### config.mk
export PLATFORM = sky130hd
export DESIGN_NAME = sa_ram_rws_param
export DESIGN_NICKNAME = d
export VERILOG_FILES = /design/src/rtl/sa_ram_rws_param.sv
export SDC_FILE = /design/constraint.sdc
export NUM_CORES = 1
export LEC_CHECK = 0
export ABC_AREA = 1
export CORE_UTILIZATION = 53
export DETAILED_ROUTE_END_ITERATION = 6
export PLACE_DENSITY = 0.69
export SYNTH_ARGS = -nofsm -noshare
export SYNTH_HDL_FRONTEND = slang
export SYNTH_SLANG_ARGS = --single-unit
### constraint.sdc
create_clock -name clk -period 25.3 [get_ports clk]
set_clock_uncertainty 0.1 [all_clocks]
set_input_delay 5.06 -clock clk [delete_from_list [all_inputs] [get_ports clk]]
set_output_delay 5.06 -clock clk [all_outputs]
set_load 0.02 [all_outputs]
### src/rtl/sa_ram_rws_param.sv
// ============================================================================
// Module   : sa_ram_rws_param
// Purpose  : Parametrised single-clock RAM model with one write port and one
//            read port. Read data is registered and held between reads, and
//            a read-valid flag marks the cycles that carry fresh data.
//            WR_FIRST selects what a read returns when it hits the address
//            being written in the same cycle. CLEAR_ON_RESET zero-fills the
//            whole array after reset.
// Optional : `define SA_RAM_OUT_REG_EN adds one output register stage, which
//            makes the read latency 2.
// Ports    : clk           - clock, rising edge
//            rst           - synchronous active-high reset
//            ra / re       - read address / read enable
//            dout          - read data (held between reads)
//            dout_vld      - dout was refreshed by a read
//            wa / we / di  - write address / write enable / write data
//            init_busy     - zero-clear sequence in progress
//            pwrbus_ram_pd - power-down bus (no functional effect)
// Revision : 1.0 - initial parametrised release
// ============================================================================
`default_nettype none

module sa_ram_rws_param #(
  parameter int WIDTH          = 3,
  parameter int DEPTH          = 256,
  parameter int AW             = 8,
  parameter int WR_FIRST       = 0,
  parameter int CLEAR_ON_RESET = 1,
  parameter bit FORCE_CONTENTION_ASSERTION_RESET_ACTIVE = 1'b0
) (
  input  logic             clk,
  input  logic             rst,
  input  logic [AW-1:0]    ra,
  input  logic             re,
  output logic [WIDTH-1:0] dout,
  output logic             dout_vld,
  input  logic [AW-1:0]    wa,
  input  logic             we,
  input  logic [WIDTH-1:0] di,
  output logic             init_busy,
  input  logic [31:0]      pwrbus_ram_pd
);

  // One extra bit so that DEPTH == 2**AW is representable.
  localparam logic [AW:0]   c_depth = (AW+1)'(DEPTH);
  localparam logic [AW-1:0] c_last  = AW'(DEPTH - 1);

  typedef enum logic [0:0] {
    ST_CLEAR = 1'b0,
    ST_READY = 1'b1
  } state_t;

  state_t           r_state;
  logic [AW-1:0]    r_cnt;
  logic             r_init_busy;
  logic [WIDTH-1:0] r_rd_data;
  logic             r_rd_vld;
  logic [WIDTH-1:0] r_mem [0:DEPTH-1];

  logic             w_ra_ok;
  logic             w_wa_ok;
  logic             w_collide;
  logic [WIDTH-1:0] w_rd_word;
  logic             w_unused_sink;

  // Power-down bus and the compatibility parameter are accepted but unused.
  assign w_unused_sink = ^{pwrbus_ram_pd, FORCE_CONTENTION_ASSERTION_RESET_ACTIVE};

  assign w_ra_ok   = ({1'b0, ra} < c_depth);
  assign w_wa_ok   = ({1'b0, wa} < c_depth);
  assign w_collide = we && (wa == ra);

  // Out-of-range reads return zero. On a same-address collision the new
  // data is forwarded only in write-first mode; otherwise the array still
  // holds the old word at this edge.
  always_comb begin
    w_rd_word = '0;
    if (w_ra_ok) begin
      if ((WR_FIRST != 0) && w_collide) begin
        w_rd_word = di;
      end else begin
        w_rd_word = r_mem[ra];
      end
    end
  end

  // Control FSM: clear sequencing, read capture and busy flag.
  always_ff @(posedge clk) begin
    if (rst) begin
      r_state     <= (CLEAR_ON_RESET != 0) ? ST_CLEAR : ST_READY;
      r_cnt       <= '0;
      r_init_busy <= (CLEAR_ON_RESET != 0);
      r_rd_data   <= '0;
      r_rd_vld    <= 1'b0;
    end else begin
      case (r_state)
        ST_CLEAR: begin
          r_rd_vld <= 1'b0;
          r_cnt    <= r_cnt + 1'b1;
          if (r_cnt == c_last) begin
            r_state     <= ST_READY;
            r_init_busy <= 1'b0;
          end
        end
        ST_READY: begin
          r_rd_vld <= re;
          if (re) begin
            r_rd_data <= w_rd_word;
          end
        end
        default: begin
          r_state <= ST_READY;
        end
      endcase
    end
  end

  // Storage array. Not reset directly; the clear sequence zero-fills it.
  always_ff @(posedge clk) begin
    if (!rst) begin
      if (r_state == ST_CLEAR) begin
        r_mem[r_cnt] <= '0;
      end else if (we && w_wa_ok) begin
        r_mem[wa] <= di;
      end
    end
  end

  assign init_busy = r_init_busy;

`ifdef SA_RAM_OUT_REG_EN
  logic [WIDTH-1:0] r_out_data;
  logic             r_out_vld;

  // Extra pipeline stage: advances only when the first stage holds new data,
  // otherwise keeps the last word.
  always_ff @(posedge clk) begin
    if (rst) begin
      r_out_data <= '0;
      r_out_vld  <= 1'b0;
    end else begin
      r_out_vld <= r_rd_vld;
      if (r_rd_vld) begin
        r_out_data <= r_rd_data;
      end
    end
  end

  assign dout     = r_out_data;
  assign dout_vld = r_out_vld;
`else
  assign dout     = r_rd_data;
  assign dout_vld = r_rd_vld;
`endif

endmodule

`default_nettype wire
==> results.md <==
* Buffer depth of the longest clock path at 3
* TritonCTS clock tree: done
* Sum Neg Setup Slack at 0 ns
* Highest clock rate at 117.8 MHz
* Synth top area share at 0.6976
* H-tree depth at 3
* Mean Syn Cell Area at 11.11 µm²
* GR Overflow Total at 0
* Largest net degree at the start of global routing at 186
* Clock transition at path regs at 0.06 ns
* FF+latch count, synth at 782
* Die ar. at 0.06338 mm²
* Final hold vios at 0
* Crit path kind: in -> reg
* Simple-Gate Fraction of Synth Area at 0.2530
* Layout Cells excl Fill at 3820
* Post-CTS Resized at 0
* Commonest non-fill, non-tap cell in the layout: nand2_1
* Port Buffers at 27
* P per Cell Area at 74.21 mW/mm²
* CTS Root Cell: clkbuf_16
* Max-slew headroom at 0.1706
* Die W at 251.8 µm
* Outcome: finished, final reports clean
* Arrival @ worst endpoint at 8.96 ns
* Worst-path maximum fanout at 97
* Ports at 60
* Nets@finish at 2978
* Yosys synthesis warning count at 0
* Dpl cells at 3678
* Mux cell area share after synthesis at 0
* Final Max Slew Viols at 0
* Final Setup Violations at 0
* Max Cap Viol at 0
* Tot GR Track Use at 0.2610
* Post-synthesis cell count at 2977
* Vias in the first global route at 22230
* Largest family of logic cells by synthesized area: simple AND/OR/NAND/NOR gates
* Die height at 251.8 µm
* Initial antenna violation count at 2
* Net Count, Synth at 3033
* Final ANT Viol Nets at 0
* Per-cell routed wire length at 21.33 µm
* DP HPWL at 46.08 mm
* Via count at 22230
* Worst slew pin tran at 1.241 ns
* Antenna Cells at 0
* Row count at 91
* First-pass GRT wire length at 124.2 mm
* # clock sinks at 782
* Tcrit/Tclk final at 0.3354
* Final min period at 8.487 ns
* Adder-cell share of the synthesized area at 0.0003785
* CTS Buf Count at 79
* Post-CTS setup buffers at 0
* Iteration-0 DRC Markers at 2610
* Vias per cell at 5.819
* Compound-cell area share of the yosys netlist at 0.004655
* GPL Wtd Cong at 0.8239
* Hold-fix buffers at CTS at 0
* WP data required at 25.78 ns
* Largest cells by area after synthesis: edfxtp_1 (70%), nand3_1 (11%), nand2_1 (9.4%)
* Later-pin clock latency in the skew report at 0.64 ns
* Synth area leader: edfxtp_1
* Setup ws final at 16.81 ns
* Final Core Density at 0.5891
* Hold crit path type: reg -> reg
* Setup WS pre-CTS at 16.24 ns
* Fraction of the yosys area taken by sequential cells at 0.7061
* Core area at 0.06171 mm²
* DRT Pass-1 Iters at 7
* Endpoint class of the critical path: flop
* Most frequent cells in the layout: nand2_1 (830), edfxtp_1 (768), nand3_1 (755), nor2_1 (295), clkbuf_16 (81)
* Xor/xnor share of the synthesized area at 0
* RSZ-0062 raised after global routing: false
* Library cells used by synthesis at 27
* Crit start category: input pin
* DRC viols at 0
* Final WL at 81.48 mm
* Worst vdd ir at 0.04550 mV
* Area Overhead vs Synth at 9.961%
* Layout cells sized above 1 at 0.06671
* Initial Utilization at 0.5357
* Fillers at 4919
* Leak at 13.24 nW
* Netlist Area Pre-Place at 0.03306 mm²
==> report_power, final <==
part           switching [mW]  internal [mW]
combinational          0.0879         0.0321
sequential           0.000719           1.40
clock                   0.485          0.690
total                   0.574           2.12
==> routing by layer <==
metal,part of all wire,wire length [µm],global-route usage,up-vias
met4,0.033,2686,0.1033,2
li1,-,-,-,10230
met1,0.38,31150,0.3317,10780
met5,0.00012,10,0,-
met3,0.098,7964,0.04931,176
met2,0.49,39660,0.4429,1044
==> synthesized netlist by cell type <==
cell      number
nand4_1        2
nor3_1         4
nor2_8         3
and3_1         1
o21ai_4        4
ha_1           1
o21ai_2        5
nand2_2        4
clkinv_1       2
nor3b_4        1
dfxtp_1       14
nand2_1      830
nand3_4        1
inv_4          2
clkbuf_1      95
edfxtp_1     768
nor2_4         5
inv_1         52
nand2_4       12
nand3_1      755
buf_6         17
buf_2         63
nor2_1       298
a21oi_1        5
o21ai_0        4
buf_1         26
inv_2          3
==> through the flow <==
step | area [µm²] | hold WS [ns] | power, mW
final | 36350 | 0.3843 | 2.698
after global routing | 36350 | 0.3873 | 2.768
after CTS | 36350 | 0.3756 | 2.708
after detailed placement | 33750 | 0.3622 | 1.547
after global placement | 33750 | 0.3474 | 1.544
after floorplan | 33060 | 0.3432 | 1.509
==> critical path: stages <==
cell	delay [ns]
buf_8	0.21
buf_4	0.61
buf_4	0.85
buf_4	0.84
nand2_1	0.13
nand3_1	0.13
nand3_1	0.11
nand3_1	0.16
nand3_1	0.12
nand3_1	0.17
nand2_1	0.07
nand2_1	0.06
nand3_1	0.07
nand3_1	0.09
nand2_1	0.06
inv_1	0.05
==> final timing paths <==
kind                            startpoint       endpoint  slack, ns  cells past startpoint
worst min register to register   init_busy      init_busy       0.38                      2
worst min-delay path             init_busy      init_busy       0.38                      2
worst max register to register     r_state  r_mem[246][2]      21.65                     10
worst max-delay path                 ra[0]        dout[1]      16.81                     16
==> cells by family (layout without fill, tap and decap cells) <==
logic type               after synthesis  in the layout
AND/OR/NAND/NOR                     1916           1916
adder cells (fa/ha/maj)                1              1
buffers and inverters                260            266
flip-flops                           782            782
AO/OA/AOI/OAI                         18             18
==> flip-flops by register name (all words and copies together) (netlist names) <==
name	cells
dout	3
dout_vld	1
init_busy	1
r_cnt	8
r_mem	768
r_state	1
==> cell type report <==
class	instances	area, µm²	area share
Clock inverter	47	524.3	0.01442
Timing Repair Buffer	65	566.8	0.01559
Multi-Input combinational cell	1935	8553	0.2353
Tap cell	837	1047	0.02881
Clock buffer	95	2079	0.05720
Sequential cell	782	23340	0.6421
Inverter	59	240.2	0.006608
Power figures use the tool's default switching activity.
